==> config.mk <==
export PLATFORM = sky130hd
export DESIGN_NAME = positaccum_encode_32
export DESIGN_NICKNAME = d
export VERILOG_FILES = /design/src/rtl/positaccum_encode_32.sv
export SDC_FILE = /design/constraint.sdc
export NUM_CORES = 1
export LEC_CHECK = 0
export CORE_UTILIZATION = 45
export DETAILED_ROUTE_END_ITERATION = 6
export PLACE_DENSITY = 0.77
export SETUP_SLACK_MARGIN = 0.3
export SLEW_MARGIN = 0
export SYNTH_ARGS = -nofsm -noshare
export SYNTH_HDL_FRONTEND = slang
export SYNTH_SLANG_ARGS = --single-unit
==> constraint.sdc <==
create_clock -name clk -period 9.05 [get_ports clk]
set_clock_uncertainty 0.2 [all_clocks]
set_input_delay 2.715 -clock clk [delete_from_list [all_inputs] [get_ports clk]]
set_output_delay 2.715 -clock clk [all_outputs]
set_load 0.05 [all_outputs]
==> src/rtl/positaccum_encode_32.sv <==
// positaccum_encode_32
// Converts a raw accumulator value {sgn, scale[7:0], fraction, inf, zero}
// into a 32-bit posit (es=2) using a fixed 3-stage pipeline.
// There is no backpressure, and done is start delayed by 3 cycles.
// Optional macro POSIT_ENCODE_RNE_EN: when defined, the encoder uses
// round-to-nearest-even. When undefined, dropped bits are truncated.
// Latency is the same in both builds.
module positaccum_encode_32 #(
    parameter int FBITS_ACCUM                      = 32,
    parameter int POSIT_SERIALIZED_WIDTH_ACCUM_ES2 = FBITS_ACCUM + 11
) (
    input  logic                                        clk,
    input  logic                                        rst,
    input  logic [POSIT_SERIALIZED_WIDTH_ACCUM_ES2-1:0] in1,
    input  logic                                        start,
    output logic [31:0]                                 result,
    output logic                                        done
);

    localparam int W   = POSIT_SERIALIZED_WIDTH_ACCUM_ES2;
    // Zero padding below the fraction. The regime shift is at most 31, so
    // no fraction bit can fall off the bottom of the template.
    localparam int PAD = 32;
    localparam int TW  = 4 + FBITS_ACCUM + PAD;

    // ---------------- input field split ----------------
    logic                    w_sgn;
    logic signed [7:0]       w_scale;
    logic [FBITS_ACCUM-1:0]  w_frac;
    logic                    w_inf;
    logic                    w_zero;

    assign w_sgn   = in1[W-1];
    assign w_scale = in1[W-2 -: 8];
    assign w_frac  = in1[FBITS_ACCUM+1:2];
    assign w_inf   = in1[1];
    assign w_zero  = in1[0];

    // ---------------- stage 1: k, e, regime run length ----------------
    logic signed [5:0] w_k;
    logic [5:0]        w_run;
    logic              w_sat_hi;
    logic              w_sat_lo;

    // scale >>> 2 on an 8-bit signed value is exactly its upper 6 bits.
    assign w_k      = w_scale[7:2];
    // Run length is k+1 ones for k>=0, and -k zeros for k<0.
    assign w_run    = w_k[5] ? (~w_k + 6'd1) : (w_k + 6'd1);
    assign w_sat_hi = (w_scale > 8'sd120);
    assign w_sat_lo = (w_scale < -8'sd120);

    logic                   r_s1_valid;
    logic                   r_s1_sgn;
    logic                   r_s1_inf;
    logic                   r_s1_zero;
    logic                   r_s1_sat_hi;
    logic                   r_s1_sat_lo;
    logic                   r_s1_kneg;
    logic [5:0]             r_s1_run;
    logic [1:0]             r_s1_e;
    logic [FBITS_ACCUM-1:0] r_s1_frac;

    // Stage 1 register: the decoded fields plus the regime run length.
    always_ff @(posedge clk or posedge rst) begin
        if (rst) begin
            r_s1_valid  <= 1'b0;
            r_s1_sgn    <= 1'b0;
            r_s1_inf    <= 1'b0;
            r_s1_zero   <= 1'b0;
            r_s1_sat_hi <= 1'b0;
            r_s1_sat_lo <= 1'b0;
            r_s1_kneg   <= 1'b0;
            r_s1_run    <= '0;
            r_s1_e      <= '0;
            r_s1_frac   <= '0;
        end else begin
            r_s1_valid  <= start;
            r_s1_sgn    <= w_sgn;
            r_s1_inf    <= w_inf;
            r_s1_zero   <= w_zero;
            r_s1_sat_hi <= w_sat_hi;
            r_s1_sat_lo <= w_sat_lo;
            r_s1_kneg   <= w_k[5];
            r_s1_run    <= w_run;
            r_s1_e      <= w_scale[1:0];
            r_s1_frac   <= w_frac;
        end
    end

    // ---------------- stage 2: build {regime, e, fraction} ----------------
    // The template starts with "10" (k>=0) or "01" (k<0). An arithmetic
    // right shift by run-1 copies the leading bit, which yields the whole
    // regime run plus its terminator. The shift amount is run-1 in both
    // cases.
    logic [1:0]           w_pat;
    logic [5:0]           w_shamt;
    logic signed [TW-1:0] w_tmpl;
    logic signed [TW-1:0] w_shifted;
    logic [30:0]          w_body;

    assign w_pat     = r_s1_kneg ? 2'b01 : 2'b10;
    assign w_shamt   = r_s1_run - 6'd1;
    assign w_tmpl    = {w_pat, r_s1_e, r_s1_frac, {PAD{1'b0}}};
    assign w_shifted = w_tmpl >>> w_shamt;
    assign w_body    = w_shifted[TW-1 -: 31];

`ifdef POSIT_ENCODE_RNE_EN
    logic w_guard;
    logic w_sticky;

    assign w_guard  = w_shifted[TW-32];
    assign w_sticky = |w_shifted[TW-33:0];
`else
    logic w_unused_tail;

    assign w_unused_tail = |w_shifted[TW-32:0];
`endif

    logic        r_s2_valid;
    logic        r_s2_sgn;
    logic        r_s2_inf;
    logic        r_s2_zero;
    logic        r_s2_sat_hi;
    logic        r_s2_sat_lo;
    logic [30:0] r_s2_body;
`ifdef POSIT_ENCODE_RNE_EN
    logic        r_s2_guard;
    logic        r_s2_sticky;
`endif

    // Stage 2 register: the 31-bit truncated magnitude and, with RNE, the round bits.
    always_ff @(posedge clk or posedge rst) begin
        if (rst) begin
            r_s2_valid  <= 1'b0;
            r_s2_sgn    <= 1'b0;
            r_s2_inf    <= 1'b0;
            r_s2_zero   <= 1'b0;
            r_s2_sat_hi <= 1'b0;
            r_s2_sat_lo <= 1'b0;
            r_s2_body   <= '0;
`ifdef POSIT_ENCODE_RNE_EN
            r_s2_guard  <= 1'b0;
            r_s2_sticky <= 1'b0;
`endif
        end else begin
            r_s2_valid  <= r_s1_valid;
            r_s2_sgn    <= r_s1_sgn;
            r_s2_inf    <= r_s1_inf;
            r_s2_zero   <= r_s1_zero;
            r_s2_sat_hi <= r_s1_sat_hi;
            r_s2_sat_lo <= r_s1_sat_lo;
            r_s2_body   <= w_body;
`ifdef POSIT_ENCODE_RNE_EN
            r_s2_guard  <= w_guard;
            r_s2_sticky <= w_sticky;
`endif
        end
    end

    // ---------------- stage 3: round, saturate, sign ----------------
    logic        w_inc;
    logic [31:0] w_sum;
    logic [30:0] w_mag;
    logic [31:0] w_result;

`ifdef POSIT_ENCODE_RNE_EN
    assign w_inc = r_s2_guard & (r_s2_sticky | r_s2_body[0]);
`else
    assign w_inc = 1'b0;
`endif

    // A carry out of the fraction ripples into the exponent and regime bits
    // through this integer increment.
    assign w_sum = {1'b0, r_s2_body} + {31'd0, w_inc};

    // Clamp to maxpos/minpos, apply the sign, then let zero/NaR override.
    always_comb begin
        w_mag = w_sum[30:0];
        if (r_s2_sat_hi || w_sum[31]) begin
            w_mag = 31'h7FFF_FFFF;
        end else if (r_s2_sat_lo || (w_sum[30:0] == 31'd0)) begin
            w_mag = 31'd1;
        end
        w_result = r_s2_sgn ? (32'd0 - {1'b0, w_mag}) : {1'b0, w_mag};
        if (r_s2_zero) begin
            w_result = '0;
        end else if (r_s2_inf) begin
            w_result = 32'h8000_0000;
        end
    end

    logic [31:0] r_result;
    logic        r_done;

    // Stage 3 register: drives the outputs.
    always_ff @(posedge clk or posedge rst) begin
        if (rst) begin
            r_result <= '0;
            r_done   <= 1'b0;
        end else begin
            r_result <= w_result;
            r_done   <= r_s2_valid;
        end
    end

    assign result = r_result;
    assign done   = r_done;

endmodule

==> results of run 1 <==
cells in the final DEF, fill, tap and decap left out, types with 8 or more instances in the layout:
master / n
o21ai_0: 40
xor2_1: 9
nand3_1: 15
nand2_1: 76
a21oi_1: 53
dfrtp_1: 112
nor4_1: 9
nor2_1: 60
buf_4: 12
clkbuf_16: 9
mux2_2: 8
nor3_1: 17
clkdlybuf4s50_1: 73
a31oi_1: 17
mux4_2: 16
or3_1: 8
mux2i_1: 19
a221oi_1: 9
xnor2_1: 21
o211ai_1: 10
power groups by stage:
| stage | Sequential (uW) | Combinational (uW) | Clock (uW) |
|---|---|---|---|
| after CTS | 677 | 681 | 398 |
| after global placement | 683 | 673 | 0 |
| after global routing | 692 | 749 | 424 |
| after floorplan | 703 | 461 | 0 |
| final | 681 | 687 | 390 |
| after detailed placement | 687 | 677 | 0 |
logic make-up (layout without fill, tap and decap cells):
kind of cell / Yosys count / count (layout) / synth area share (%)
buffers and inverters: 56 / 110 / 3.70
muxes: 43 / 43 / 10.3
xor gates and xnor gates: 33 / 33 / 4.64
and+or+nand+nor: 223 / 223 / 16.9
AOI/OAI and AO/OA: 178 / 178 / 18.2
adders and majority gates: 6 / 6 / 1.21
DFF: 112 / 112 / 45.0
layer usage:
layer,GRT usage (%),up-vias
met5,0,-
met1,28.3,2498
li1,-,2466
met2,37.4,200
met3,2.66,36
met4,11.7,0
final cells by class:
| type | instances | area share (%) |
|---|---|---|
| clock buffers | 10 | 3.10 |
| clock inverters | 5 | 0.763 |
| inverters | 10 | 0.542 |
| multi-input cells | 483 | 43.5 |
| flip-flops and latches | 112 | 38.0 |
| well taps | 176 | 2.98 |
| repair buffers | 85 | 11.1 |
worst min-delay path by stage:
stage	from	to	slack [ns]	depth (start not counted)
after floorplan	r_s2_valid$_DFF_PP0_	done$_DFF_PP0_	0.13	0
after global placement	r_s2_valid$_DFF_PP0_	done$_DFF_PP0_	0.13	0
after detailed placement	r_s1_zero$_DFF_PP0_	r_s2_zero$_DFF_PP0_	0.14	0
after CTS	r_s1_valid$_DFF_PP0_	r_s2_valid$_DFF_PP0_	0.15	0
after global routing	r_s1_sat_hi$_DFF_PP0_	r_s2_sat_hi$_DFF_PP0_	0.15	0
final	r_s1_valid$_DFF_PP0_	r_s2_valid$_DFF_PP0_	0.15	0
through the flow:
step	hold WS, ns	util, %	cell area (um^2)
global placement	0.133	53.2	7100
floorplan	0.131	-	6220
CTS	0.151	55.3	7380
finish	0.148	55.3	7380
detailed placement	0.136	53.2	7100
global route	0.154	55.3	7380
flip-flops by register name, indices dropped and copies added (netlist names), 2 cells and up:
signal and cells:
r_s1_run 6, r_s1_frac 27, r_s1_e 2, result 32
r_s2_body 31
worst reg2reg max path, delay by kind of cell (launching register included):
kind	cells	cell delay (ns)
flip-flops	1	0.46
buffers and inverters	1	0.23
XOR/XNOR	1	0.23
AND/OR/NAND/NOR	5	1.37
adder cells (fa/ha/maj)	1	0.31
AO/OA/AOI/OAI	4	1.38
==> summary.md, run 1 <==
| Metric | Value |
|---|---|
| Status | complete, no violations |
| Non-Filler Instances | 881 |
| Initial Utilization | 46.6% |
| Deepest clock path buffer count | 2 |
| Antenna violations before repair | 0 |
| Detailed Route Iter0 Violations | 443 |
| Clock Tree Root | clkbuf_16 |
| Grt ovf | 0 |
| Beginning of the critical path | result[10]$_DFF_PP0_ |
| Worst Path Required | 6.14 ns |
| First-pass GRT wire length | 24,900 um |
| Syn_nets | 703 |
| Count of cell types in the netlist | 63 |
| Top delay family on crit path | buffers and inverters |
| Setup ws final | 4.65 ns |
| Unrepaired setup endpoints after global routing | false |
| Clk sink count | 112 |
| Syn Area/Cell | 9.56 um^2 |
| Register area | 2800 um^2 |
| Flop-to-flop setup slack | 4.75 ns |
| Clock tree from TritonCTS | yes |
| Net Sw Power | 687 uW |
| Crit. path cell count | 1 |
| PostCTS Resize Cnt | 0 |
| Final Hold Vio Count | 0 |
| Fin. max-slew vios | 0 |
| Slew Limit Headroom | 37.2% |
| Tightest Hold Check Type | flop to flop |
| Core ar. | 13,300 um^2 |
| Sw Share | 39.1% |
| P_leak | 0.00296 uW |
| Setup TNS Final | 0 ns |
| Routed WL per cell | 17.2 um |
| Clock Latency Late Sink | 0.36 ns |
| Final HPWL DP | 11,000 um |
| Met1 WL | 6540 um |
| DIE WIDTH | 120 um |
| Number of remaining DRC errors | 0 |
| # port buffers | 73 |
| Fmax | 0.227 GHz |
| Slowest cell delay on critical path | 0.80 ns |
| Die span in y | 120 um |
| Num CTS Buffers | 9 |
| Multi-input logic area | 3210 um^2 |
| GRT Total Usage | 22.3% |
| Sequential fraction of the synthesis area | 45.0% |
| Post-synth EDFFs | 0 |
| First drt pass iteration count | 6 |
| Power share of the combinational group | 39.1% |
| Yosys top cell by area | dfrtp_1 |
| Clock-pin slew on the worst setup and hold paths | 0.07 ns |
| FF-to-FF Start | r_s2_body[7]$_DFF_PP0_ |
| Tcrit/Tclk final | 48.6% |
| Crit path capture | result[10] |
| Post-synth top cells | 112 x dfrtp_1, 76 x nand2_1, 60 x nor2_1, 53 x a21oi_1, 40 x o21ai_0 |
| DR WL met3 | 632 um |
| Min Tclk post-route | 4.40 ns |
| Postcts setup bufs | 0 |
| Synth Register Bits | 112 |
| Clock power frac | 22.2% |
| Metal2 WL | 7480 um |
| Placed instance count | 866 |
| Endpoints failing setup | 0 |
| P_int | 1070 uW |
| WL final | 15,100 um |
| Row count | 42 |
| Worst-Margin Slew | 0.936 ns |
| Critical R2R Capture | result[24]$_DFF_PP0_ |
| R2r worst-path depth | 12 |
| Maximum VDD drop | 0.130 mV |
| Top FF cell, synth | dfrtp_1 |
| Critical-path top delay cell | clkdlybuf4s50_1 |
| Place WS | 4.35 ns |
| Synth Instances | 651 |
| Share of layout cells above drive strength 1 | 9.50% |
| Post-Syn Area | 6220 um^2 |
| Vias in the first global route | 4,884 |
| Power Total | 1760 uW |
| FILL cells | 1,189 |
| Hold buffer count at CTS | 0 |
| PwrDens | 238 nW/um^2 |
| Placer Congestion | 0.934 |
| Synth top area cells | dfrtp_1 45%, mux4_2 5.8%, nand2_1 4.6% |
| Yosys warns | 0 |
| Largest net degree at the start of global routing | 80 |
| Chain of cells forming the critical path | clkdlybuf4s50_1 |
| Worst setup SP type | flop |
| Synthesis-to-layout area growth | 18.6% |
| WS Path Type | flop to primary output |
| Cell with the most instances after synthesis | dfrtp_1 |
| Highest net fanout along the worst path | 1 |
| Final nets | 753 |
| Io pins | 79 |
| Max Cap Viol | 0 |
| Depth of the CTS H-tree | 3 |
| Ys async rst share | 100% |
| Uppermost routed layer | met4 |
| Worst EP arrival | 1.49 ns |
| N_diodes | 0 |
| Die area | 14,300 um^2 |
| Sequential Power Share | 38.7% |
| Crit. End Element | primary output |
| CP Buf/Inv Count | 1 |
| Final ANT Viol Nets | 0 |
| Via count | 5,200 |
| Routed vias/inst | 5.90 |
| Post-synth top area share | 45.0% |
Power figures use the tool's default switching activity.
==> inputs of run 2 (changes only) <==
==> constraint.sdc (replaced) <==
create_clock -name clk -period 4.6 [get_ports clk]
set_clock_uncertainty 0.2 [all_clocks]
set_input_delay 1.38 -clock clk [delete_from_list [all_inputs] [get_ports clk]]
set_output_delay 1.38 -clock clk [all_outputs]
set_load 0.05 [all_outputs]
==> summary.md, run 2 (synthesis results as in run 1) <==
| Metric | Value |
|---|---|
| Final HPWL DP | 11,400 um |
| Highest net fanout along the worst path | 7 |
| Non-Filler Instances | 885 |
| Hold buffer count at CTS | 0 |
| Endpoints failing setup | 0 |
| Depth of the CTS H-tree | 3 |
| Tcrit/Tclk final | 82.8% |
| Crit. End Element | flop |
| Clock Tree Root | clkbuf_16 |
| Setup TNS Final | 0 ns |
| Commonest non-fill, non-tap cells in the layout | 112 x dfrtp_1, 76 x nand2_1, 73 x clkdlybuf4s50_1 |
| Final Hold Vio Count | 0 |
| Die area | 14,300 um^2 |
| Tightest Hold Check Type | flop to flop |
| Min Tclk post-route | 3.81 ns |
| WL final | 15,500 um |
| Largest net degree at the start of global routing | 76 |
| Commonest non-fill, non-tap cell in the layout | dfrtp_1 |
| Max reg flops | 32 |
| Share of layout cells above drive strength 1 | 9.73% |
| Grt ovf | 0 |
| Maximum VDD drop | 0.275 mV |
| Synthesis-to-layout area growth | 19.2% |
| Fin. max-slew vios | 0 |
| First-pass GRT wire length | 25,800 um |
| Flop-to-flop setup slack | 0.79 ns |
| Number of remaining DRC errors | 0 |
| P_leak | 0.00297 uW |
| Routed vias/inst | 5.89 |
| Worst EP arrival | 3.88 ns |
| Antenna violations before repair | 0 |
| Die span in y | 120 um |
| Routed WL per cell | 17.5 um |
| Slew Limit Headroom | 26.6% |
| Vias in the first global route | 5,103 |
| Deepest clock path buffer count | 2 |
| Status | complete, no violations |
| Core ar. | 13,300 um^2 |
| Clk sink count | 112 |
| Placed instance count | 870 |
| Layout Utilization | 55.6% |
| # port buffers | 73 |
| PwrDens | 467 nW/um^2 |
| N_diodes | 0 |
| Worst-Margin Slew | 1.09 ns |
| FILL cells | 1,193 |
| Final hold slack | 0.137 ns |
| Detailed Route Iter0 Violations | 370 |
| Worst Path Required | 4.68 ns |
| Final ANT Viol Nets | 0 |
| Worst setup SP type | flop |
| Io pins | 79 |
| Clock Latency Late Sink | 0.35 ns |
| Final nets | 757 |
| Clock tree from TritonCTS | yes |
| Postcts setup bufs | 0 |
| WS Path Type | flop to flop |
| Clock-pin slew on the worst setup and hold paths | 0.07 ns |
| Initial Utilization | 46.6% |
| Placer Congestion | 0.930 |
| First drt pass iteration count | 5 |
| Fmax | 0.263 GHz |
| GRT Total Usage | 23.2% |
| Via count | 5,211 |
| DIE WIDTH | 120 um |
| Num CTS Buffers | 9 |
| Row count | 42 |
| PostCTS Resize Cnt | 0 |
| Unrepaired setup endpoints after global routing | false |
| Max Cap Viol | 0 |
==> run 2: metal layers <==
layer | global-route usage, % | vias to the layer above | part of all wire, %
met5 | 0 | - | 0
met3 | 3.56 | 30 | 4.9
li1 | - | 2485 | -
met1 | 28.0 | 2498 | 41
met2 | 40.3 | 198 | 51
met4 | 11.5 | 0 | 2.9
==> run 2: area by class of cell <==
cell class,instances,area (um^2),area share (%)
multi-input cells,483,3210,43.2
clock buffers,11,233,3.14
flip-flops and latches,112,2800,37.8
repair buffers,89,863,11.6
clock inverters,4,53.8,0.725
well taps,176,220,2.97
inverters,10,41.3,0.556
==> run 2: through the flow <==
stage	instance area, um^2	worst slack, ns	power (uW)
2_1_floorplan	6230	1.10	2290
4_1_cts	7420	0.772	3480
6_report	7420	0.793	3470
3_5_place_dp	7130	0.792	2700
3_3_place_gp	7130	0.789	2680
5_1_grt	7420	0.507	3700
==> run 2: final timing paths <==
kind,end,depth (start not counted),startpoint
max,result[26]$_DFF_PP0_,11,r_s2_body[7]$_DFF_PP0_
max in group asynchronous,r_s1_sat_lo$_DFF_PP0_,3,rst
min in group asynchronous,r_s1_valid$_DFF_PP0_,2,rst
min,r_s2_sat_hi$_DFF_PP0_,0,r_s1_sat_hi$_DFF_PP0_
min reg2reg,r_s2_sat_hi$_DFF_PP0_,0,r_s1_sat_hi$_DFF_PP0_
max reg2reg,result[26]$_DFF_PP0_,11,r_s2_body[7]$_DFF_PP0_
==> run 2: critical path, cell delays in order, from the launching register on <==
cell and delay [ns]:
dfrtp_1 0.46, nor4_1 0.58, nand4_1 0.38, o31ai_1 0.44, nor3_1 0.13, ha_1 0.22
nor2b_1 0.19, a21oi_1 0.28, a21boi_0 0.37, a21oi_1 0.16, a21o_1 0.18, a21oi_1 0.12
==> run 2: power by group <==
| part | leakage [uW] | switching, uW | internal (uW) | total, uW |
|---|---|---|---|---|
| combinational | 0.00147 | 825 | 549 | 1370 |
| clock | 0.000132 | 341 | 422 | 763 |
| sequential | 0.00137 | 184 | 1150 | 1330 |
| total | 0.00297 | 1350 | 2120 | 3470 |
==> inputs of run 3 (changes only) <==
--- a/config.mk
+++ b/config.mk
@@ -7,7 +7,7 @@
 export LEC_CHECK = 0
 export CORE_UTILIZATION = 45
 export DETAILED_ROUTE_END_ITERATION = 6
-export PLACE_DENSITY = 0.77
+export PLACE_DENSITY = 0.8
 export SETUP_SLACK_MARGIN = 0.3
 export SLEW_MARGIN = 0
 export SYNTH_ARGS = -nofsm -noshare
==> constraint.sdc (replaced) <==
create_clock -name clk -period 3.1 [get_ports clk]
set_clock_uncertainty 0.2 [all_clocks]
set_input_delay 0.93 -clock clk [delete_from_list [all_inputs] [get_ports clk]]
set_output_delay 0.93 -clock clk [all_outputs]
set_load 0.05 [all_outputs]
==> summary.md, run 3 (synthesis results as in run 1) <==
| Metric | Value |
|---|---|
| Fin. max-slew vios | 0 |
| Final ANT Viol Nets | 0 |
| Final HPWL DP | 12,100 um |
| Core ar. | 13,300 um^2 |
| Slowest cell delay on critical path | 0.55 ns |
| Final Cell Area | 7910 um^2 |
| Worst EP arrival | 2.98 ns |
| Die area | 14,300 um^2 |
| Synthesis-to-layout area growth | 27.1% |
| Layout Utilization | 59.3% |
| Critical R2R Capture | result[24]$_DFF_PP0_ |
| Row count | 42 |
| Clock Tree Root | clkbuf_16 |
| Antenna violations before repair | 0 |
| Via count | 5,401 |
| PwrDens | 689 nW/um^2 |
| Clock Latency Late Sink | 0.36 ns |
| Depth of the CTS H-tree | 3 |
| Deepest clock path buffer count | 2 |
| Worst-Margin Slew | 0.615 ns |
| Largest net degree at the start of global routing | 77 |
| Highest net fanout along the worst path | 3 |
| Placer Congestion | 0.931 |
| Min Tclk post-route | 2.97 ns |
| Endpoints failing setup | 0 |
| Vias in the first global route | 5,276 |
| Unrepaired setup endpoints after global routing | true |
| FF-to-FF Start | r_s2_body[1]$_DFF_PP0_ |
| Num CTS Buffers | 9 |
| First-pass GRT wire length | 26,300 um |
| Routed vias/inst | 5.81 |
| Initial Utilization | 46.6% |
| Commonest non-fill, non-tap cells in the layout | 109 x dfrtp_1, 75 x nand2_1, 73 x clkdlybuf4s50_1 |
| Die span in y | 120 um |
| Clock-pin slew on the worst setup and hold paths | 0.07 ns |
| Crit path capture | result[24]$_DFF_PP0_ |
| WS Path Type | flop to flop |
| Grt ovf | 0 |
| Critical-path top delay cell | or4_4 |
| Worst Path Required | 3.11 ns |
| # port buffers | 73 |
| Commonest non-fill, non-tap cell in the layout | dfrtp_1 |
| Clock tree from TritonCTS | yes |
| Fmax | 0.337 GHz |
| N_diodes | 0 |
| Top delay family on crit path | simple AND/OR/NAND/NOR gates |
| Final Hold Vio Count | 0 |
| Clk sink count | 112 |
| Chain of cells forming the critical path | or4_4 -> or3_4 -> o31ai_4 -> nor3_2 -> ha_2 -> nor2b_4 -> a21oi_2 -> a21boi_4 -> a21oi_2 -> xnor2_1 -> nor2_1 |
| Max Cap Viol | 0 |
| Final nets | 800 |
| Setup TNS Final | 0 ns |
| Most used cell, CP | a21oi_2 |
| Maximum VDD drop | 0.384 mV |
| R2r worst-path depth | 11 |
| First drt pass iteration count | 5 |
| Crit. path cell count | 11 |
| Worst hold path stage count | 0 |
| Crit. End Element | flop |
| Flop-to-flop setup slack | 0.13 ns |
| Io pins | 79 |
| Share of layout cells above drive strength 1 | 18.2% |
| Beginning of the critical path | r_s2_body[1]$_DFF_PP0_ |
| Worst setup SP type | flop |
| Dpl cell area | 7470 um^2 |
| Routed WL per cell | 17.4 um |
| Slew Limit Headroom | 58.6% |
| Status | complete, no violations |
| P_leak | 0.00323 uW |
| Hold buffer count at CTS | 0 |
| Tcrit/Tclk final | 95.8% |
| CP Buf/Inv Count | 0 |
| Tightest Hold Check Type | flop to flop |
| Number of remaining DRC errors | 0 |
| WL final | 16,100 um |
| GRT Total Usage | 23.8% |
| Detailed Route Iter0 Violations | 397 |
| DIE WIDTH | 120 um |
| Max reg flops | 32 |
run 3: worst reg2reg max path, delay by kind of cell, from the launching register on:
| family | cells | cell delay, ns |
|---|---|---|
| AO/OA/AOI/OAI | 4 | 0.68 |
| AND/OR/NAND/NOR | 5 | 1.20 |
| flip-flops | 1 | 0.38 |
| XOR/XNOR | 1 | 0.17 |
| adder cells (fa/ha/maj) | 1 | 0.20 |
run 3: worst min path at each step:
stage | startpoint | to
3_3_place_gp | r_s1_inf$_DFF_PP0_ | r_s2_inf$_DFF_PP0_
4_1_cts | r_s1_inf$_DFF_PP0_ | r_s2_inf$_DFF_PP0_
5_1_grt | r_s1_sat_lo$_DFF_PP0_ | r_s2_sat_lo$_DFF_PP0_
6_report | r_s2_valid$_DFF_PP0_ | done$_DFF_PP0_
3_5_place_dp | r_s1_inf$_DFF_PP0_ | r_s2_inf$_DFF_PP0_
2_1_floorplan | r_s2_valid$_DFF_PP0_ | done$_DFF_PP0_
run 3: repair_timing:
action | 4_1_cts | 5_1_grt
pin swaps | 3 | 3
setup endpoints to repair | 30 | 33
setup buffers | 6 | 0
resized for setup | 6 | 9
cloned | 1 | 1
run 3: area by class of cell:
cell class,count,area [um^2]
Sequential cell,112,2810
Multi-Input combinational cell,483,3310
Inverter,10,43.8
Clock buffer,11,243
Timing Repair Buffer,132,1240
Tap cell,176,220
Clock inverter,5,40.0
Fill cell,1156,5440
run 3: stage by stage:
stage | hold WS, ns | std cells | total power (uW) | setup slack, ns
final | 0.150 | 929 | 5450 | 0.130
after global routing | 0.157 | 929 | 5780 | 0.0245
after CTS | 0.151 | 928 | 5410 | 0.107
after detailed placement | 0.135 | 905 | 4230 | 0.0707
after global placement | 0.134 | 905 | 4210 | 0.101
after floorplan | 0.131 | 651 | 3460 | 0.0300
run 3: per-layer routing:
| layer | global-route usage [%] | vias up | wire length [um] |
|---|---|---|---|
| met5 | 0 | - | 0 |
| met4 | 11.8 | 0 | 566 |
| met3 | 2.76 | 41 | 566 |
| met2 | 43.1 | 179 | 8390 |
| met1 | 27.8 | 2605 | 6630 |
| li1 | - | 2576 | - |
run 3: report_power, final:
group | switching (uW) | internal [uW] | leakage [uW] | total (uW)
clock network | 535 | 575 | 0.000140 | 1110
registers | 209 | 1700 | 0.00136 | 1910
logic | 1370 | 1060 | 0.00173 | 2430
